## config.mk

```make
export PLATFORM = sky130hd
export DESIGN_NAME = tile_fill_writer
export DESIGN_NICKNAME = d
export VERILOG_FILES = /design/src/rtl/tile_fill_writer.sv
export SDC_FILE = /design/constraint.sdc
export NUM_CORES = 1
export LEC_CHECK = 0
export CAP_MARGIN = 15
export CORE_AREA = 8 8 122 124
export DETAILED_ROUTE_END_ITERATION = 8
export DIE_AREA = 0 0 130 132
export PLACE_DENSITY = 0.62
export SETUP_SLACK_MARGIN = 0.05
export SLEW_MARGIN = 0
export SYNTH_ARGS = -nofsm -noshare
export SYNTH_HDL_FRONTEND = slang
export SYNTH_SLANG_ARGS = --single-unit
```

## constraint.sdc

```tcl
create_clock -name CLK -period 8.2 [get_ports CLK]
set_clock_uncertainty 0.05 [all_clocks]
set_input_delay 0.82 -clock CLK [delete_from_list [all_inputs] [get_ports CLK]]
set_output_delay 0.82 -clock CLK [all_outputs]
set_load 0.01 [all_outputs]
```

## src/rtl/tile_fill_writer.sv

```systemverilog
// Rectangle-fill write engine for the tile framebuffer: accepts a fill command in
// tile coordinates and streams one raster-ordered write per clock to the memory write port.
module tile_fill_writer #(
  parameter int unsigned COLS   = 80,
  parameter int unsigned ROWS   = 60,
  parameter int unsigned ADDR_W = 13,
  parameter int unsigned DATA_W = 8
) (
  input  logic              CLK,
  input  logic              CPU_RESETN,
  input  logic              CMD_VALID,
  output logic              CMD_READY,
  input  logic [6:0]        X0,
  input  logic [5:0]        Y0,
  input  logic [6:0]        X1,
  input  logic [5:0]        Y1,
  input  logic [DATA_W-1:0] COLOR,
  output logic              WE,
  output logic [ADDR_W-1:0] WADDR,
  output logic [DATA_W-1:0] WDATA,
  output logic              BUSY,
  output logic              DONE,
  output logic              ERR
);

  localparam int unsigned XW = 7;
  localparam int unsigned YW = 6;
  localparam logic [XW-1:0]     COL_LIM   = XW'(COLS);
  localparam logic [YW-1:0]     ROW_LIM   = YW'(ROWS);
  localparam logic [ADDR_W-1:0] ROW_PITCH = ADDR_W'(COLS);

  typedef enum logic [0:0] {S_IDLE, S_FILL} state_t;

  state_t state_q, state_d;

  logic [XW-1:0]     col_q, col_d;
  logic [YW-1:0]     row_q, row_d;
  logic [XW-1:0]     x0_q, x0_d;
  logic [XW-1:0]     x1_q, x1_d;
  logic [YW-1:0]     y1_q, y1_d;
  logic [ADDR_W-1:0] row_base_q, row_base_d;

  logic              we_d, done_d, err_d;
  logic [ADDR_W-1:0] waddr_d;
  logic [DATA_W-1:0] wdata_d;

  logic accept;
  logic cmd_ok;
  logic row_end;
  logic last;

  // Constant multiply by COLS as a sum of shifted copies of y (no multiplier).
  function automatic logic [ADDR_W-1:0] mul_cols(input logic [YW-1:0] y);
    logic [ADDR_W-1:0] acc;
    acc = '0;
    for (int i = 0; i < ADDR_W; i++) begin
      if (COLS[i]) acc = acc + (ADDR_W'(y) << i);
    end
    return acc;
  endfunction

  assign CMD_READY = (state_q == S_IDLE);
  assign BUSY      = (state_q == S_FILL);

  assign accept  = CMD_VALID && (state_q == S_IDLE);
  assign cmd_ok  = (X0 <= X1) && (X1 < COL_LIM) && (Y0 <= Y1) && (Y1 < ROW_LIM);
  assign row_end = (col_q == x1_q);
  assign last    = row_end && (row_q == y1_q);

  // State register
  always_ff @(posedge CLK or negedge CPU_RESETN) begin
    if (!CPU_RESETN) state_q <= S_IDLE;
    else             state_q <= state_d;
  end

  // Next-state logic
  always_comb begin
    state_d = state_q;
    case (state_q)
      S_IDLE:  if (accept && cmd_ok) state_d = S_FILL;
      S_FILL:  if (last)             state_d = S_IDLE;
      default:                       state_d = S_IDLE;
    endcase
  end

  // Next values for the walk counters and the registered write port
  always_comb begin
    col_d      = col_q;
    row_d      = row_q;
    x0_d       = x0_q;
    x1_d       = x1_q;
    y1_d       = y1_q;
    row_base_d = row_base_q;
    we_d       = 1'b0;
    done_d     = 1'b0;
    err_d      = 1'b0;
    waddr_d    = WADDR;
    wdata_d    = WDATA;
    case (state_q)
      S_IDLE: begin
        if (accept) begin
          if (cmd_ok) begin
            x0_d       = X0;
            x1_d       = X1;
            y1_d       = Y1;
            col_d      = X0;
            row_d      = Y0;
            row_base_d = mul_cols(Y0);
            waddr_d    = row_base_d + ADDR_W'(X0);
            wdata_d    = COLOR;
            we_d       = 1'b1;
          end else begin
            err_d = 1'b1;
          end
        end
      end
      S_FILL: begin
        if (last) begin
          done_d = 1'b1;
        end else begin
          if (row_end) begin
            col_d      = x0_q;
            row_d      = row_q + YW'(1);
            row_base_d = row_base_q + ROW_PITCH;
          end else begin
            col_d = col_q + XW'(1);
          end
          waddr_d = row_base_d + ADDR_W'(col_d);
          we_d    = 1'b1;
        end
      end
      default: ;
    endcase
  end

  // Datapath and output registers; WE clears asynchronously on reset
  always_ff @(posedge CLK or negedge CPU_RESETN) begin
    if (!CPU_RESETN) begin
      col_q      <= '0;
      row_q      <= '0;
      x0_q       <= '0;
      x1_q       <= '0;
      y1_q       <= '0;
      row_base_q <= '0;
      WE         <= 1'b0;
      WADDR      <= '0;
      WDATA      <= '0;
      DONE       <= 1'b0;
      ERR        <= 1'b0;
    end else begin
      col_q      <= col_d;
      row_q      <= row_d;
      x0_q       <= x0_d;
      x1_q       <= x1_d;
      y1_q       <= y1_d;
      row_base_q <= row_base_d;
      WE         <= we_d;
      WADDR      <= waddr_d;
      WDATA      <= wdata_d;
      DONE       <= done_d;
      ERR        <= err_d;
    end
  end

endmodule

```

==> results.toml <==
[setup_path]
cp_max_fo = 11
path_cells = "xnor2_1, nand4_1, nor2_1, mux2_2, ha_1, o21ai_0, inv_1, nand2_1, o211ai_1, nand4_1, mux2i_1, nor3_1"
path_class = "reg -> reg"
worst_path_max_delay_cell = "nor2_1"
crit_required_ns = 8.40
crit_top_cell = "nand4_1"
startpoint_type = "flop"
worstPathArrival_ns = 4.36
critPathMaxStageDelay_ns = 0.72
endpoint_kind = "flop"
reg2reg_depth = 12

[clock_tree]
post-cts-setup-buffers = 0
cts_hold_buf = 0
clockRootBuffer = "clkbuf_16"
cts_buffer_depth = 2
cts_inserted_buffers = 9
cts_sinks = 64
cts_resized = 0
clk_latency_ns = 0.34
cts_tree = "yes"
htree_levels = 3
clk_pin_slew_ns = 0.06

[cells_and_area]
final_cells = 695
layout-drive-gt1-share = 0.1214
fillers = 1293
fin_nets = 578
n_antenna_cell = 0
area_growth_pct = 24.48

[sta]
layout_setup_ws_ns = 4.046
min_period_over_period = 0.5065
rsz0062_at_grt = "no"
drv_slew = 0
worstMarginPinSlew_ns = 0.9628
finalHoldViolCount = 0
max_freq_mhz = 240.8
setup_tns_ns = 0
finalCriticalPeriod_ns = 4.154
slew_headroom = 0.3562
final-setup-viol-count = 0

[yosys]
synth_mux_area_frac = 0.1316
yosys.area_share.simple = 0.1398
synth_warnings = 0
synth_edf_count = 0
synthesis.nets = 528
synth_top_family_by_area = "compound AO/OA/AOI/OAI gates"
netlist_area_um2 = 4412
netlist_instances = 464
ys_ff_latch = 64
avgSynthCellArea_um2 = 9.508
synth-xor-area-share = 0.07686
synth_fa_ha_area_frac = 0.07998
synthFlopType = "dfrtp_1"
synthArstFlopShare = 1.000
yosysUniqueCellTypes = 60
synth-compound-area-share = 0.1540
ys_seq_area_frac = 0.3630

[place]
place.gp.congestion = 0.8299
place_ws_ns = 3.951
place.port_buffers = 62
dp_hpwl_um = 8707
dp.cells = 679

[min_path]
holdPathStages = 2
worstHoldPathType = "reg -> reg"

[outcome]
status = "completed"

[detailed_routing]
firstDrtPassIters = 4
ant_nets = 0
via_per_inst = 5.281
drt-initial-drc-count = 130
vias = 3670
wirelength_um = 11890
wl_per_cell_um = 17.11
drc = 0

[run]
max-cap-violations = 0

[die]
die_area_um2 = 17160
start_util = 0.3399
core_um2 = 12980
rows = 42
io_pins = 63
fp.dieH_um = 132
die_w_um = 130

[grt]
first_global_vias = 3833
grt_pass1_wl_um = 19640
grt_remaining_overflow = 0
antenna_found_initial = 0
grt_max_degree = 65
grtUsageTotal = 0.1448

[pwr]
fin_total_pwr_uw = 1843
p_leak_uw = 0.002404
p_per_area_nw_per_um2 = 335.7
peakVddDrop_v = 0.0001490
## report_power, final
| part | switching, µW | internal (µW) | leakage [µW] |
|---|---|---|---|
| registers | 150 | 463 | 0.000781 |
| logic | 381 | 421 | 0.00146 |
| clock network | 146 | 282 | 0.000165 |
## cell usage in the layout (no fill, tap or decap), types with 6 or more instances in the layout
master | synthesis | routed
nand4_1 | 9 | 9
clkdlybuf4s50_1 | 0 | 61
xnor2_1 | 19 | 19
ha_1 | 25 | 25
nor3_1 | 6 | 6
xor2_1 | 17 | 17
clkbuf_16 | 0 | 9
mux2_2 | 32 | 32
buf_4 | 5 | 6
dfrtp_1 | 64 | 64
inv_1 | 28 | 28
nor2_1 | 25 | 25
a211oi_1 | 6 | 6
a21oi_1 | 25 | 25
mux2i_1 | 22 | 22
o21ai_0 | 25 | 24
a21o_1 | 7 | 7
nand2_1 | 33 | 33
nand3_1 | 17 | 17
o211ai_1 | 8 | 8
## through the flow
step	util	cell area [µm²]	hold slack [ns]
finish	0.4231	5492	0.4264
detailed placement	0.3975	5160	0.4245
CTS	0.4231	5492	0.4369
global placement	0.3975	5160	0.4147
global route	0.4231	5492	0.4490
floorplan	-	4412	0.4214
## metal layers
layer | up-vias | track usage | share of wire
li1 | 1762 | - | -
met1 | 1824 | 0.1731 | 0.45
met2 | 70 | 0.2373 | 0.49
met3 | 14 | 0.04207 | 0.046
met4 | 0 | 0.05810 | 0.016
met5 | - | 0 | 0
## final timing paths
check                      slack, ns                  from                    endpoint
max in group asynchronous       6.93            CPU_RESETN  row_base_q[10]$_DFFE_PN0P_
min in group asynchronous       0.61            CPU_RESETN        row_q[3]$_DFFE_PN0P_
setup / recovery                4.05  WADDR[0]$_DFFE_PN0P_       WADDR[12]$_DFFE_PN0P_
hold / removal                  0.43  WADDR[4]$_DFFE_PN0P_        WADDR[4]$_DFFE_PN0P_
hold reg to reg                 0.43  WADDR[4]$_DFFE_PN0P_        WADDR[4]$_DFFE_PN0P_
setup reg to reg                4.05  WADDR[0]$_DFFE_PN0P_       WADDR[12]$_DFFE_PN0P_
## critical path, delay by kind of cell, from the launching register on
family	cells	cell delay [ns]
and+or+nand+nor	5	1.58
muxes	2	0.65
AOI/OAI and AO/OA	2	0.62
DFF	1	0.47
xor gates and xnor gates	1	0.31
adders and majority gates	1	0.31
buffers and inverters	1	0.08
## synthesized netlist by cell type (2+ instances only)
master,instances,area (µm²)
a21boi_0,4,30.03
nand3_1,17,85.08
mux2_2,32,360.4
nor3_1,6,30.03
dfrtp_1,64,1602
mux2i_1,22,220.2
o22a_1,2,17.52
nor2b_1,2,12.51
o21a_1,5,37.54
buf_2,7,35.03
nand2_1,33,123.9
and4_1,2,17.52
o221ai_1,2,17.52
fa_1,2,40.04
o21ai_0,25,125.1
xor2_1,17,148.9
inv_1,28,105.1
a21oi_1,25,125.1
o311ai_0,2,17.52
buf_4,5,37.54
a21o_1,7,52.55
a31oi_1,2,12.51
xnor2_1,19,166.4
and3_1,5,31.28
nor4_1,4,25.02
a22oi_1,2,15.01
ha_1,25,312.8
nor2_1,25,93.84
o211ai_1,8,60.06
clkbuf_1,16,60.06
nand3b_1,2,15.01
nand4_1,9,56.30
a211oi_1,6,45.04
nand2b_1,5,31.28
o31ai_1,2,15.01
## state kept, by name, summed over array words and instances, names as in the netlist, 5 cells and up
register	cells
WADDR	13
WDATA	8
col_q	5
row_base_q	9
row_q	6
x0_q	7
x1_q	7
y1_q	6
## kinds of logic (layout without fill, tap and decap cells)
logic type / after synthesis / count (layout)
AOI/OAI and AO/OA: 104 / 104
DFF: 64 / 64
xor gates and xnor gates: 37 / 37
buffers and inverters: 57 / 112
adders and majority gates: 27 / 27
muxes: 54 / 54
and+or+nand+nor: 121 / 121
## layout make-up
type | count | area, µm² | share of cell area
Clock buffer | 11 | 252.7 | 0.04602
Timing Repair Buffer | 68 | 660.6 | 0.1203
Multi-Input combinational cell | 343 | 2572 | 0.4684
Tap cell | 176 | 220.2 | 0.04010
Clock inverter | 5 | 78.83 | 0.01435
Inverter | 28 | 105.1 | 0.01914
Sequential cell | 64 | 1602 | 0.2916
Note: power is estimated with default switching activity, not from simulation.
==> variant (same settings) <==
Take the reset off `y1_q` and load it in a clocked block of its own.
--- a/src/rtl/tile_fill_writer.sv
+++ b/src/rtl/tile_fill_writer.sv
@@ -140,7 +140,6 @@
       row_q      <= '0;
       x0_q       <= '0;
       x1_q       <= '0;
-      y1_q       <= '0;
       row_base_q <= '0;
       WE         <= 1'b0;
       WADDR      <= '0;
@@ -152,7 +151,6 @@
       row_q      <= row_d;
       x0_q       <= x0_d;
       x1_q       <= x1_d;
-      y1_q       <= y1_d;
       row_base_q <= row_base_d;
       WE         <= we_d;
       WADDR      <= waddr_d;
@@ -162,5 +160,9 @@
     end
   end
 
+  always_ff @(posedge CLK) begin
+    y1_q <= y1_d;
+  end
+
 endmodule
 
Behaviour: no difference found for any inputs over 4 cycles, from zero or initial values and one cycle with CPU_RESETN low; that may be too few to reach the edited logic, so the function may still have changed.
==> variant against the unedited design <==
  * Setup slack worse by 0.53 ns
  * First-iteration DRC count is 62% higher
  * Power is 1.4% lower
  * Critical endpoint is now WADDR[10]$_DFFE_PN0P_
  * Wire length is 0.49% lower
  * Highest routed layer unchanged
  * Synthesized area is 4.2% lower
  * Sequential power is 5.2% lower
  * Sequential cell count stayed put
  * Global-route usage is 0.43 points lower
  * Design area is 2.8% lower
==> variant: results (changes against the unedited design) <==
----------------------------------------------------
[Status]
  Outcome ... finished, final reports clean

[Layout]
  Number of non-filler instances in the completed layout ... 680 (-2.2%)
  Number of nets at the end of the flow ... 563 (-2.6%)
  Share of cells above drive strength 1 ... 0.105 (-0.0162)
  Fill cells ... 1279 (-1.1%)
  Antenna Cells ... 0 (unchanged)
  Post-synthesis to final-layout area growth ... 26.2%

[Pwr]
  Maximum vdd drop ... 0.205 mV (+37%)
  Leakage power total ... 2.31 nW (-4.0%)
  Design internal power ... 1.16 mW (-0.18%)

[Place]
  Estimated wirelength of the detail-placed design ... 8670 um (-0.45%)
  Number of cells in the design after placement ... 664 (-2.2%)
  Standard cell area after detailed placement ... 4970 um^2 (-3.7%)
  Gp weighted congestion ... 0.880 (+6.0%)
  PortBufs ... 62 (unchanged)
  Place WS ... 3.43 ns (-0.518 ns)

[Detailed routing]
  WL/cell ... 17.4 um (+1.7%)
  Vias per cell ... 5.13 (-2.8%)
  Initial drt markers ... 210 (+62%)

[Global routing]
  Initial antenna violation count ... 0 (unchanged)
  Global-route wire length before repair ... 18900 um (-3.7%)
  Total global-route track usage ... 0.141 (-0.00426)
  Via count of the first global-routing pass ... 3598 (-6.1%)
  Largest net degree at the start of global routing ... 59 (-9.2%)

[Timing]
  Final hold violation count ... 0 (unchanged)
  Transition time of the tightest slew-check pin ... 1.03 ns (+0.0718 ns)
  Fin crit share ... 0.571 (+0.0644)

[Synth]
  Most instantiated cells after synthesis ... dfrtp_1, nand2_1, nor2_1
  Fraction of registers with async set/reset ... 0.906 (-0.0938)
  Part of the Yosys area used for sequential elements ... 0.386 (+0.0229)
  Number of flops mapped to enable cells by yosys ... 6 (+6)
  Post-synthesis area per instance ... 9.57 um^2 (+0.60%)
  Biggest area contributors in the synthesized netlist ... dfrtp_1, ha_1, nand2_1, xnor2_1, mux2_2
  Synthesized Nets ... 506 (-4.2%)
  Distinct cell type count after synthesis ... 67 (+12%)

[CTS]
  Total clock buffers created by CTS ... 9 (unchanged)
  Count of buffers added by post-CTS timing repair for setup ... 0 (unchanged)
  Clock latency on the worst-skew pair ... 0.34 ns (about the same)
  Number of resized instances in the post-cts repair step ... 0 (unchanged)

[Setup path]
  Standard cell with the maximum stage delay on the critical path ... nor2_1
  Endpoint of the most critical setup path ... WADDR[10]$_DFFE_PN0P_
  Delay contributed by the slowest stage of the critical path ... 0.84 ns (+0.12 ns)
  Crit path max fanout ... 12 (+1)
  Worst R2R Path Depth ... 11 (-1)
  Data arrival time of the critical path ... 4.83 ns (+0.47 ns)
  Flop2flop setup slack ... 3.52 ns (-0.53 ns)

[Hold path]
  Worst min path class ... reg2reg

----------------------------------------------------
[variant: cell types whose count changed in the layout (fill, tap and decap cells not counted), sizes merged, moves of 5 or more]
cell and delta:
dfrtp -6, edfxtp +6, xnor2 +6, mux2 -15, mux2i -13, a21oi -5, nand2 +23, o211ai -6
[variant: power by group through the flow]
stage / sequential [mW] / clock (mW) / combinational [mW]
2_1_floorplan: 0.576 / 0 / 0.509
3_3_place_gp: 0.581 / 0 / 0.759
3_5_place_dp: 0.587 / 0 / 0.775
4_1_cts: 0.582 / 0.471 / 0.780
5_1_grt: 0.600 / 0.488 / 0.853
6_report: 0.581 / 0.462 / 0.774
[variant: worst min path at each step]
| stage | slack (ns) | start | endpoint | cells past startpoint |
|---|---|---|---|---|
| final | 0.43 | WDATA[7]$_DFFE_PN0P_ | WDATA[7]$_DFFE_PN0P_ | 2 |
| after global routing | 0.45 | WDATA[3]$_DFFE_PN0P_ | WDATA[3]$_DFFE_PN0P_ | 2 |
| after CTS | 0.43 | WADDR[7]$_DFFE_PN0P_ | WADDR[7]$_DFFE_PN0P_ | 1 |
| after detailed placement | 0.42 | WDATA[3]$_DFFE_PN0P_ | WDATA[3]$_DFFE_PN0P_ | 2 |
| after global placement | 0.41 | WADDR[4]$_DFFE_PN0P_ | WADDR[4]$_DFFE_PN0P_ | 1 |
| after floorplan | 0.43 | x0_q[5]$_DFFE_PN0P_ | x0_q[5]$_DFFE_PN0P_ | 1 |
[variant: routing by layer]
metal	GRT usage	vias to the layer above	wire length, um
li1	-	1691	-
met1	0.178	1718	5320
met2	0.228	75	5770
met3	0.0457	6	650
met4	0.0278	0	92
met5	0	-	0
[variant: cell families after synthesis]
logic type | after synthesis | share of synthesized area
adders and majority gates | 27 | 0.0835
xor gates and xnor gates | 40 | 0.0879
buffers and inverters | 47 | 0.0518
muxes | 26 | 0.0666
and+or+nand+nor | 141 | 0.165
AOI/OAI and AO/OA | 97 | 0.160
DFF | 64 | 0.386
[variant: final cells by class]
class                           instances  share of cell area
Clock buffer                           12              0.0542
Timing Repair Buffer                   64               0.118
Multi-Input combinational cell        331               0.446
Clock inverter                          4              0.0145
Inverter                               29              0.0204
Tap cell                              176              0.0413
Sequential cell                        64               0.306
[variant: worst register-to-register path: cells and delay by family, from the launching register on]
family	cells	cell delay, ns
multiplexers	1	0.45
flip-flops	1	0.49
AND/OR/NAND/NOR	3	1.62
adder cells (fa/ha/maj)	1	0.29
AO/OA/AOI/OAI	4	1.15
XOR/XNOR	2	0.50
